$ cat config.mk
export PLATFORM = sky130hd
export DESIGN_NAME = mem_stream_writer_flat
export DESIGN_NICKNAME = d
export VERILOG_FILES = /design/src/rtl/mem_pkg.sv /design/src/rtl/mem_stream_writer_if.sv /design/src/rtl/mem_readback_checker.sv /design/src/rtl/mem_stream_writer.sv /design/src/flat_wrapper.sv
export SDC_FILE = /design/constraint.sdc
export NUM_CORES = 1
export LEC_CHECK = 0
export ABC_CLOCK_PERIOD_IN_PS = 5200
export CORE_ASPECT_RATIO = 0.6
export CORE_MARGIN = 2
export CORE_UTILIZATION = 30
export DETAILED_ROUTE_END_ITERATION = 16
export DONT_BUFFER_PORTS = 1
export GPL_TIMING_DRIVEN = 0
export HOLD_SLACK_MARGIN = 0.12
export SLEW_MARGIN = 20
export SYNTH_ARGS = -nofsm -noshare
export SYNTH_HDL_FRONTEND = slang
export SYNTH_SLANG_ARGS = --single-unit
$ cat constraint.sdc
create_clock -name i_clk -period 5.2 [get_ports i_clk]
set_input_delay 0.52 -clock i_clk [delete_from_list [all_inputs] [get_ports i_clk]]
set_output_delay 0.52 -clock i_clk [all_outputs]
set_load 0.1 [all_outputs]
$ cat src/rtl/mem_pkg.sv
// Shared definitions for the stream-to-RAM writer: default widths,
// RAM depth and the controller state encoding.
package mem_pkg;

   localparam int DEF_ADDR_W = 8;
   localparam int DEF_DATA_W = 8;
   localparam int RAM_DEPTH  = 256;

   typedef enum logic [1:0] {
      IDLE   = 2'd0,
      WRITE  = 2'd1,
      FINISH = 2'd2,
      VERIFY = 2'd3
   } state_t;

endpackage

$ cat src/rtl/mem_stream_writer_if.sv
// Byte stream handshake plus RAM write port, seen from the writer (master)
// and from the surrounding system (slave).
interface mem_stream_writer_if
   import mem_pkg::*;
#(
   parameter int ADDR_W = DEF_ADDR_W,
   parameter int DATA_W = DEF_DATA_W
);
   logic              i_s_valid;
   logic [DATA_W-1:0] i_s_data;
   logic              o_s_ready;
   logic              o_w_en;
   logic [ADDR_W-1:0] o_w_addr;
   logic [DATA_W-1:0] o_w_data;

   modport master (
      input  i_s_valid, i_s_data,
      output o_s_ready, o_w_en, o_w_addr, o_w_data
   );

   modport slave (
      output i_s_valid, i_s_data,
      input  o_s_ready, o_w_en, o_w_addr, o_w_data
   );
endinterface

$ cat src/rtl/mem_readback_checker.sv
// Readback sequencer for the optional verify pass: issues one read per clock
// from the base address (wrapping) and sums the returned bytes, which arrive
// one clock after each read request.
module mem_readback_checker
   import mem_pkg::*;
#(
   parameter int ADDR_W = DEF_ADDR_W,
   parameter int DATA_W = DEF_DATA_W
) (
   input  logic              i_clk,
   input  logic              i_rst,
   input  logic              i_start,
   input  logic [ADDR_W-1:0] i_base_addr,
   input  logic [ADDR_W:0]   i_length,
   output logic              o_r_en,
   output logic [ADDR_W-1:0] o_r_addr,
   input  logic [DATA_W-1:0] i_r_data,
   output logic              o_done,
   output logic [DATA_W-1:0] o_sum
);
   localparam logic [ADDR_W:0]   LEFT_ONE = 1;
   localparam logic [ADDR_W-1:0] ADDR_ONE = 1;

   logic              active_reg;
   logic [ADDR_W-1:0] addr_reg;
   logic [ADDR_W:0]   left_reg;
   logic              r_en_reg;
   logic [ADDR_W-1:0] r_addr_reg;
   logic              pend_reg;
   logic [DATA_W-1:0] sum_reg;
   logic              done_reg;

   // Read issue, latency-aligned accumulation and completion detection.
   always_ff @(posedge i_clk) begin
      if (i_rst) begin
         active_reg <= 1'b0;
         addr_reg   <= '0;
         left_reg   <= '0;
         r_en_reg   <= 1'b0;
         r_addr_reg <= '0;
         pend_reg   <= 1'b0;
         sum_reg    <= '0;
         done_reg   <= 1'b0;
      end else begin
         done_reg <= 1'b0;
         if (i_start) begin
            active_reg <= 1'b1;
            addr_reg   <= i_base_addr;
            left_reg   <= i_length;
            r_en_reg   <= 1'b0;
            pend_reg   <= 1'b0;
            sum_reg    <= '0;
         end else if (active_reg) begin
            if (left_reg != '0) begin
               r_en_reg   <= 1'b1;
               r_addr_reg <= addr_reg;
               addr_reg   <= addr_reg + ADDR_ONE;
               left_reg   <= left_reg - LEFT_ONE;
            end else begin
               r_en_reg <= 1'b0;
            end
            pend_reg <= r_en_reg;
            if (pend_reg) begin
               sum_reg <= sum_reg + i_r_data;
            end
            // Last data word is being summed: nothing left in flight.
            if (left_reg == '0 && !r_en_reg && pend_reg) begin
               done_reg   <= 1'b1;
               active_reg <= 1'b0;
            end
         end
      end
   end

   assign o_r_en   = r_en_reg;
   assign o_r_addr = r_addr_reg;
   assign o_done   = done_reg;
   assign o_sum    = sum_reg;
endmodule

$ cat src/rtl/mem_stream_writer.sv
// Stream-to-RAM writer: accepts bytes on a valid/ready handshake and writes
// them to consecutive RAM addresses from a programmable base (wrapping).
// Optional readback checksum verification is enabled by defining
// MEM_STREAM_WRITER_VERIFY_EN.
module mem_stream_writer
   import mem_pkg::*;
#(
   parameter int ADDR_W = DEF_ADDR_W,
   parameter int DATA_W = DEF_DATA_W
) (
   input  logic                 i_clk,
   input  logic                 i_rst,
   input  logic                 i_start,
   input  logic [ADDR_W-1:0]    i_base_addr,
   input  logic [ADDR_W:0]      i_length,
   mem_stream_writer_if.master  bus,
   output logic                 o_busy,
   output logic                 o_done,
   output logic [ADDR_W:0]      o_count
`ifdef MEM_STREAM_WRITER_VERIFY_EN
   ,
   output logic                 o_r_en,
   output logic [ADDR_W-1:0]    o_r_addr,
   input  logic [DATA_W-1:0]    i_r_data,
   output logic                 o_err
`endif
);
   localparam logic [ADDR_W:0] CNT_ONE = 1;

   state_t            state_reg, state_next;
   logic [ADDR_W-1:0] base_reg;
   logic [ADDR_W:0]   len_reg;
   logic [ADDR_W:0]   count_reg;
   logic              w_en_reg;
   logic [ADDR_W-1:0] w_addr_reg;
   logic [DATA_W-1:0] w_data_reg;
   logic              done_reg;
   logic              accept;
   logic              last_byte;

`ifdef MEM_STREAM_WRITER_VERIFY_EN
   logic [DATA_W-1:0] wsum_reg;
   logic              err_reg;
   logic              chk_done;
   logic [DATA_W-1:0] chk_sum;
`endif

   assign bus.o_s_ready = (state_reg == WRITE);
   assign accept        = bus.i_s_valid && (state_reg == WRITE);
   assign last_byte     = accept && ((count_reg + CNT_ONE) == len_reg);

   // State register.
   always_ff @(posedge i_clk) begin
      if (i_rst) begin
         state_reg <= IDLE;
      end else begin
         state_reg <= state_next;
      end
   end

   // Next-state logic; a zero-length start never leaves IDLE.
   always_comb begin
      state_next = state_reg;
      case (state_reg)
         IDLE: begin
            if (i_start && i_length != '0) state_next = WRITE;
         end
         WRITE: begin
`ifdef MEM_STREAM_WRITER_VERIFY_EN
            if (last_byte) state_next = VERIFY;
`else
            if (last_byte) state_next = FINISH;
`endif
         end
`ifdef MEM_STREAM_WRITER_VERIFY_EN
         VERIFY: begin
            if (chk_done) state_next = FINISH;
         end
`endif
         FINISH:  state_next = IDLE;
         default: state_next = IDLE;
      endcase
   end

   // Transfer datapath: start latching, registered RAM writes, done pulse.
   always_ff @(posedge i_clk) begin
      if (i_rst) begin
         base_reg   <= '0;
         len_reg    <= '0;
         count_reg  <= '0;
         w_en_reg   <= 1'b0;
         w_addr_reg <= '0;
         w_data_reg <= '0;
         done_reg   <= 1'b0;
`ifdef MEM_STREAM_WRITER_VERIFY_EN
         wsum_reg   <= '0;
         err_reg    <= 1'b0;
`endif
      end else begin
         w_en_reg <= 1'b0;
         // Done follows the FINISH cycle, or directly a zero-length start.
         done_reg <= (state_reg == FINISH);
         if (state_reg == IDLE && i_start) begin
            base_reg  <= i_base_addr;
            len_reg   <= i_length;
            count_reg <= '0;
            if (i_length == '0) done_reg <= 1'b1;
`ifdef MEM_STREAM_WRITER_VERIFY_EN
            wsum_reg  <= '0;
            err_reg   <= 1'b0;
`endif
         end
         if (accept) begin
            w_en_reg   <= 1'b1;
            w_addr_reg <= base_reg + count_reg[ADDR_W-1:0];
            w_data_reg <= bus.i_s_data;
            count_reg  <= count_reg + CNT_ONE;
`ifdef MEM_STREAM_WRITER_VERIFY_EN
            wsum_reg   <= wsum_reg + bus.i_s_data;
`endif
         end
`ifdef MEM_STREAM_WRITER_VERIFY_EN
         if (chk_done) err_reg <= (chk_sum != wsum_reg);
`endif
      end
   end

   assign bus.o_w_en   = w_en_reg;
   assign bus.o_w_addr = w_addr_reg;
   assign bus.o_w_data = w_data_reg;
   assign o_done       = done_reg;
   assign o_count      = count_reg;

`ifdef MEM_STREAM_WRITER_VERIFY_EN
   assign o_busy = (state_reg == WRITE) || (state_reg == VERIFY);
   assign o_err  = err_reg;

   mem_readback_checker #(
      .ADDR_W (ADDR_W),
      .DATA_W (DATA_W)
   ) u_checker (
      .i_clk       (i_clk),
      .i_rst       (i_rst),
      .i_start     (last_byte),
      .i_base_addr (base_reg),
      .i_length    (len_reg),
      .o_r_en      (o_r_en),
      .o_r_addr    (o_r_addr),
      .i_r_data    (i_r_data),
      .o_done      (chk_done),
      .o_sum       (chk_sum)
   );
`else
   assign o_busy = (state_reg == WRITE);
`endif
endmodule

$ cat src/flat_wrapper.sv
// flat-port wrapper written by rule: the top's interface ports become plain ports
module mem_stream_writer_flat import mem_pkg::*;
#(
   parameter int ADDR_W = DEF_ADDR_W,
   parameter int DATA_W = DEF_DATA_W
)
  (i_clk, i_rst, i_start, i_base_addr, i_length, o_busy, o_done, o_count, bus_i_s_valid, bus_i_s_data, bus_o_s_ready, bus_o_w_en, bus_o_w_addr, bus_o_w_data);
  mem_stream_writer_if #(.ADDR_W(ADDR_W), .DATA_W(DATA_W)) bus_i ();
  input  logic i_clk;
  input  logic i_rst;
  input  logic i_start;
  input  logic [ADDR_W-1:0] i_base_addr;
  input  logic [ADDR_W:0] i_length;
  output logic o_busy;
  output logic o_done;
  output logic [ADDR_W:0] o_count;
  input wire logic [$bits(bus_i.i_s_valid)-1:0] bus_i_s_valid;
  input wire logic [$bits(bus_i.i_s_data)-1:0] bus_i_s_data;
  output wire logic [$bits(bus_i.o_s_ready)-1:0] bus_o_s_ready;
  output wire logic [$bits(bus_i.o_w_en)-1:0] bus_o_w_en;
  output wire logic [$bits(bus_i.o_w_addr)-1:0] bus_o_w_addr;
  output wire logic [$bits(bus_i.o_w_data)-1:0] bus_o_w_data;
  assign bus_i.i_s_valid = bus_i_s_valid;
  assign bus_i.i_s_data = bus_i_s_data;
  assign bus_o_s_ready = bus_i.o_s_ready;
  assign bus_o_w_en = bus_i.o_w_en;
  assign bus_o_w_addr = bus_i.o_w_addr;
  assign bus_o_w_data = bus_i.o_w_data;
  mem_stream_writer #(.ADDR_W(ADDR_W), .DATA_W(DATA_W)) u_core (.i_clk(i_clk), .i_rst(i_rst), .i_start(i_start), .i_base_addr(i_base_addr), .i_length(i_length), .bus(bus_i), .o_busy(o_busy), .o_done(o_done), .o_count(o_count));
endmodule
---- Word level (Yosys, flattened, before mapping) ----
Cells that the tools add are included.
cells by class
  add/sub/neg operators ................... 2
  equal/unequal tests ..................... 5
  multiplexer cells ....................... 8
  reduce and logical (&&, ||, !) cells .... 9
operators with widths
  cell                 number
  $mux 9               2
  $add 9x1->9 const B  1
  $eq 9x9->1           1
  $logic_not 9->1      1
  $reduce_bool 9->1    1
  $add 8x8->8          1
  $logic_and 1x1->1    4
  $mux 2               2
  $ne 2x1->1 const B   2
  $pmux 2 s2           1
  $mux 1               3
  $eq 2x1->1 const B   1
  $eq 2x2->1 const B   1
  $logic_not 2->1      1
  $reduce_and 2->1     1
  $reduce_bool 2->1    1
storage, ports and cells
  flip-flop bits (word level) ............. 46
  bits of input ports ..................... 29
  output and inout port bits .............. 29

---- Depth between registers and ports, before layout ----
Gate-level depths: netlist of run 1.
  word-level depth ........................ 5
  gate-level depth with buffers ........... 8
  mapped depth without buffers ............ 8

---- Worst setup path after synthesis of run 1 ----
Ideal clock, no wire load.
  kind .................................... register to output
  start ................................... reg u_core.state_reg[0]
  end ..................................... out o_busy
  data arrival time ....................... 2.333 ns
  path slack .............................. 2.347 ns
  stages on the path, launching flop included .. 3
  path buffers ............................ 1
  path through ............................ dfxtp_1 > nor2b_1 > buf_4
on the way
  word-level cells in the longest chain between the ends .. 1
ends and longest elaborated chain
  what                    RTL line                 text
  start, declared         mem_stream_writer.sv:30  state_t state_reg, state_next;
  start signal, assigned  mem_stream_writer.sv:57  state_reg <= state_next;
  $eq 2x1->1              n/a
  end, declared           flat_wrapper.sv:14       output logic o_busy;
Every way passes these cells.

---- Worst setup path in the final report of run 1 ----
Ends and elaborated chain as after synthesis.

==> results of run 1 <==
synth_stat cells (2+ instances only):
master	number
nor4b_1	2
o21ai_0	8
nor2_1	18
nand3b_1	4
inv_1	6
nand2_1	67
a21oi_1	39
or3_1	4
clkbuf_1	15
buf_6	2
nor3_1	5
ha_1	8
o211ai_1	3
o21a_1	3
dfxtp_1	46
a211oi_1	3
a31oi_1	3
and2_1	2
xnor2_1	8
a21o_1	3
xor2_1	3
and3_4	2
nor2b_1	5
buf_4	2
a21boi_0	2
nand4_1	2
final timing paths:
path	start	end	slack (ps)
setup / recovery	u_core.state_reg[0]$_SDFFE_PP0P_	o_busy	2510
hold / removal	bus_i_s_data[7]	u_core.bus.o_w_data[7]$_SDFFE_PP0P_	350
setup reg to reg	u_core.o_count[2]$_SDFFE_PP0P_	u_core.state_reg[1]$_SDFFE_PP0P_	2540
hold reg to reg	u_core.base_reg[0]$_SDFFE_PP0P_	u_core.base_reg[0]$_SDFFE_PP0P_	460
routing by layer:
| layer | vias up | global-route usage | wire length (um) |
|---|---|---|---|
| li1 | 1020 | - | - |
| met1 | 933 | 0.219 | 3100 |
| met2 | 73 | 0.227 | 2570 |
| met3 | 5 | 0.0684 | 717 |
| met4 | 0 | 0.0361 | 53 |
| met5 | - | 0 | 0 |
worst reg2reg max path, stage by stage, from the launching register on:
cell and delay (ps):
dfxtp_1 990, buf_4 300, and4_2 290, nand2_1 100, or4b_2 620, nand2_1 130
and4_1 180
cells by family after synthesis:
group,share of synthesized area
DFF,0.395
buffers and inverters,0.0520
adders and majority gates,0.0515
and+or+nand+nor,0.267
AOI/OAI and AO/OA,0.194
xor gates and xnor gates,0.0413
stage by stage:
stage	instances	instance area [um2]	hold slack, ps
2_1_floorplan	292	2330	440
3_3_place_gp	396	2460	446
3_5_place_dp	397	2470	454
4_1_cts	405	2640	348
5_1_grt	405	2640	358
6_report	405	2640	353
final cells by class:
type,instances,area [um2]
flip-flops and latches,46,925
repair buffers,1,5.00
plain buffers,20,98.8
clock buffers,7,133
inverters,6,22.5
well taps,104,130
clock inverters,1,30.0
fillers,802,4750
multi-input cells,220,1290
power breakdown:
part	switching, mW	internal, mW	leakage [nW]	total (mW)
combinational	0.0586	0.0272	0.503	0.0858
clock	0.137	0.227	0.0781	0.365
sequential	0.0493	0.367	0.376	0.416
total	0.245	0.621	0.957	0.867
==> impl_metrics.py, run 1 <==
metrics = {
    "clock_tree": {
        "cts-root-buf": "clkbuf_16",
        "clock_path_buffers": 2,
        "tritoncts": "done",
        "cts_buffers": 5,
        "cts_resized": 0,
        "cts.sinks": 46,
        "cts_setup_buffers": 0,
        "htree_levels": 2,
        "cts.clk_slew.worst_paths_ps": 60,
        "ctsHoldBuffers": 0,
        "clk_latency_ps": 290,
    },
    "cells_and_area": {
        "final_common_cell": "nand2_1",
        "nets": 338,
        "area_growth_pct": 13.0,
        "fin_util": 0.357,
        "diodes": 0,
        "final_cell_mix": "nand2_1, dfxtp_1, a21oi_1",
        "layout-drive-gt1-share": 0.0864,
    },
    "route": {
        "vias": 2031,
        "drc": 0,
        "wirelength_um": 6430,
        "drt-initial-drc-count": 138,
        "first_pass_iters": 4,
        "antenna_left": 0,
        "wl_per_cell_um": 15.9,
        "vias_per_cell": 5.01,
    },
    "worst_setup_path": {
        "crit_family": "simple AND/OR/NAND/NOR gates",
        "critical_path_class": "register to output port",
        "cp_num_cells": 3,
        "worstPathCellList": "nor2b_2, buf_2, buf_4",
        "reg2regPathDepth": 6,
        "required_ps": 4680,
        "critPathMaxStageDelay_ps": 900,
        "cp_max_fo": 6,
        "cp.arrival_ps": 2170,
        "path_buf_inv": 2,
        "cp-end-kind": "output port",
        "start_kind": "register",
        "worst_path_max_delay_cell": "nor2b_2",
    },
    "yosys": {
        "async_reset_ff_frac": 0,
        "syn_area_per_cell_um2": 7.99,
        "yosysTopAreaCell": "dfxtp_1",
        "yosysTopAreaCellShare": 0.395,
        "synth_ff_type": "dfxtp_1",
        "syn-num-nets": 330,
        "synthCells": 292,
        "synth.area.top_cells": "dfxtp_1, nand2_1, a21oi_1",
        "yosysUniqueCellTypes": 53,
        "ys_seq_area_frac": 0.395,
        "synth_edf_count": 0,
        "syn_area_um2": 2330,
        "synth_seq_cells": 46,
        "yosysWarnings": 0,
    },
    "timing": {
        "rsz0062_at_grt": "no",
        "fin_setup_tns_ps": 0,
        "finalSetupViolCount": 0,
        "finClkSkew_ps": 3.85,
        "max_freq_mhz": 372,
        "drv_slew": 0,
        "hold_viol": 0,
        "fin_ws_ps": 2510,
        "layout_min_cycle_time_ps": 2690,
        "worstMarginPinSlew_ps": 1080,
        "max_slew_margin": 0.274,
        "fin_crit_sh": 0.517,
    },
    "global_route": {
        "grt_usage": 0.158,
        "grt_pass1_wl_um": 10400,
        "grt_max_degree": 14,
        "grt_pass1_vias": 1987,
        "overflow": 0,
        "antenna_found_initial": 0,
    },
    "power_and_ir_drop": {
        "ir_drop_v": 0.000135,
        "p_total_uw": 867,
        "p_leak_nw": 0.957,
        "power.density_cell_area_nw_per_um2": 329,
    },
    "placement": {
        "gp_congestion": 0.806,
        "pre_cts_slack_ps": 2370,
        "hpwl_um": 4840,
        "numPortBuffers": 0,
    },
    "die": {
        "ios": 58,
        "coreArea_um2": 7390,
        "die_h_um": 72.3,
        "die_x_um": 118,
        "std_cell_rows": 24,
        "start_util": 0.316,
        "dieArea_um2": 8520,
    },
    "hold_path": {
        "holdPathStages": 2,
        "min_path_type": "primary input to register",
    },
    "job": {
        "cap_viol_max_count": 0,
    },
    "outcome": {
        "status": "complete, no violations",
    },
}
(Power assumes the default switching activity.)
==> run 2: changes to the inputs <==
Settings changed: ABC_CLOCK_PERIOD_IN_PS 5200 to 2600.
Clock period 5.2 ns to 2.6 ns, I/O delays scaled along.
==> run 2 against run 1 <==
Effect of this change:
- register-to-register slack worse by 2400 ps
- clock-buffer cell count unchanged
- first-iteration DRC count up 7.2%
- largest power group unchanged
- hold slack worse by 220 ps
- critical path type is now register to register
==> impl_metrics.py, run 2 (synthesized netlist as in run 1, its figures left out) <==
metrics = {
    "outcome": {
        "status": "complete, no violations",
    },
    "placement": {
        "pre_cts_slack_ps": -225,
        "gp_congestion": 0.806,
        "numPortBuffers": 0,
        "hpwl_um": 4840,
        "dp.cells": 397,
    },
    "power_and_ir_drop": {
        "cellInternalPower_mw": 1.27,
        "p_leak_nw": 1.06,
        "switching_share": 0.280,
        "sequentialPowerShare": 0.473,
        "p_clk_frac": 0.412,
        "p_sw_uw": 493,
        "p_total_mw": 1.76,
        "power.density_cell_area_nw_per_um2": 609,
        "power_frac_comb": 0.115,
        "ir_drop_v": 0.000266,
    },
    "timing": {
        "fin_crit_sh": 0.953,
        "max_freq_mhz": 404,
        "rsz0062_at_grt": "no",
        "finClkSkew_ps": 2.99,
        "layout_min_cycle_time_ps": 2480,
        "worstMarginPinSlew_ps": 1090,
        "drv_slew": 0,
        "hold_viol": 0,
        "finalSetupViolCount": 0,
        "max_slew_margin": 0.273,
        "fin_ws_ps": 123,
    },
    "clock_tree": {
        "cts_setup_buffers": 0,
        "htree_levels": 2,
        "cts-root-buf": "clkbuf_16",
        "clock_path_buffers": 2,
        "tritoncts": "done",
        "cts.clk_slew.worst_paths_ps": 60,
        "clk_latency_ps": 290,
        "cts.sinks": 46,
        "cts_buffers": 5,
    },
    "cells_and_area": {
        "area_growth_pct": 23.8,
        "final_common_cell": "nand2_1",
        "layout-drive-gt1-share": 0.0923,
        "nets": 362,
        "fillers": 781,
        "diodes": 0,
        "fin_cells": 429,
        "regArea_um2": 935,
        "multiInputGateArea_um2": 1290,
        "final_cell_mix": "nand2_1, a21oi_1, dfxtp_1",
    },
    "route": {
        "vias": 2122,
        "first_pass_iters": 4,
        "drc": 0,
        "wirelength_um": 6630,
        "vias_per_cell": 4.95,
        "antenna_left": 0,
        "drt-initial-drc-count": 148,
        "wl_per_cell_um": 15.4,
    },
    "global_route": {
        "antenna_found_initial": 0,
        "grt_max_degree": 14,
        "grt_usage": 0.162,
        "overflow": 0,
        "grt_pass1_wl_um": 10800,
        "grt_pass1_vias": 2140,
    },
    "worst_setup_path": {
        "cp.arrival_ps": 2710,
        "cp_max_fo": 9,
        "critical_path_class": "register to register",
        "worst_path_max_delay_cell": "dfxtp_1",
        "cp-end-kind": "register",
        "worstPathCellList": "clkbuf_1, nor2b_1, a21boi_0, o21ai_0, a211oi_2, and4_1",
        "critPathMaxStageDelay_ps": 1000,
        "required_ps": 2840,
        "start_kind": "register",
    },
    "die": {
        "dieArea_um2": 8520,
        "die_x_um": 118,
        "start_util": 0.316,
        "ios": 58,
        "die_h_um": 72.3,
        "coreArea_um2": 7390,
        "std_cell_rows": 24,
    },
    "job": {
        "cap_viol_max_count": 0,
    },
    "hold_path": {
        "min_path_type": "primary input to register",
    },
}
[run 2: cell count changes in the layout (fill, tap and decap cells not counted)]
| cell | before | now |
|---|---|---|
| dfxtp_2 | 3 | 5 |
| dfxtp_1 | 43 | 39 |
| dlygate4sd3_1 | 0 | 24 |
| dfxtp_4 | 0 | 2 |
[run 2: cell type report]
class,count,share of cell area
sequential,46,0.324
tap,104,0.0451
timing repair buffer,25,0.0849
multi-input combinational,220,0.448
inverter,6,0.00780
clock buffer,7,0.0459
buffer,20,0.0342
clock inverter,1,0.0104
[run 2: final timing paths]
check / from / to / slack (ps) / cells after the start
worst max-delay path: u_core.o_count[6]$_SDFFE_PP0P_ / u_core.state_reg[1]$_SDFFE_PP0P_ / 120 / 6
worst min-delay path: i_length[8] / u_core.len_reg[8]$_SDFFE_PP0P_ / 140 / 2
worst max register to register: u_core.o_count[6]$_SDFFE_PP0P_ / u_core.state_reg[1]$_SDFFE_PP0P_ / 120 / 6
worst min register to register: u_core.base_reg[0]$_SDFFE_PP0P_ / u_core.base_reg[0]$_SDFFE_PP0P_ / 460 / 2
[run 2: critical path, delay by kind of cell (launching register included)]
kind                   cells  cell delay [ps]
and+or+nand+nor            2              440
AOI/OAI and AO/OA          3              600
buffers and inverters      1              380
DFF                        1             1000
[run 2: per-stage QoR]
| stage | hold slack (ps) | setup TNS (ps) | utilization | instance area (um2) |
|---|---|---|---|---|
| 2_1_floorplan | 396 | 0 | - | 2330 |
| 4_1_cts | 130 | 0 | 0.390 | 2880 |
| 3_3_place_gp | 398 | -944 | 0.334 | 2460 |
| 6_report | 137 | 0 | 0.391 | 2890 |
| 5_1_grt | 145 | 0 | 0.391 | 2890 |
| 3_5_place_dp | 403 | -756 | 0.335 | 2470 |
[run 2: layer usage]
metal  routed length [um]  part of all wire  vias up  track usage
met3                  651             0.098        4       0.0660
met2                 2690              0.41       67        0.244
met4                   51            0.0077        0       0.0361
met5                    0                 0        -            0
li1                     -                 -     1070            -
met1                 3230              0.49      981        0.220
[run 2: power by group through the flow]
stage	Sequential, mW	Combinational [mW]	Clock (mW)
CTS	0.832	0.203	0.742
detailed placement	0.848	0.171	0
floorplan	0.842	0.131	0
global placement	0.847	0.166	0
finish	0.831	0.202	0.725
global route	0.835	0.225	0.769
[run 2: repair_timing]
action,in CTS,in global routing
hold buffers,24,0
setup endpoints to repair,6,4
resized for setup,4,3
endpoints found under the hold margin,24,0
==> run 3: changes to the inputs <==
Settings changed: CAP_MARGIN from default to 20.
==> results of run 3 <==
No change in the layout: final DEF, timing and power equal those of run 2.
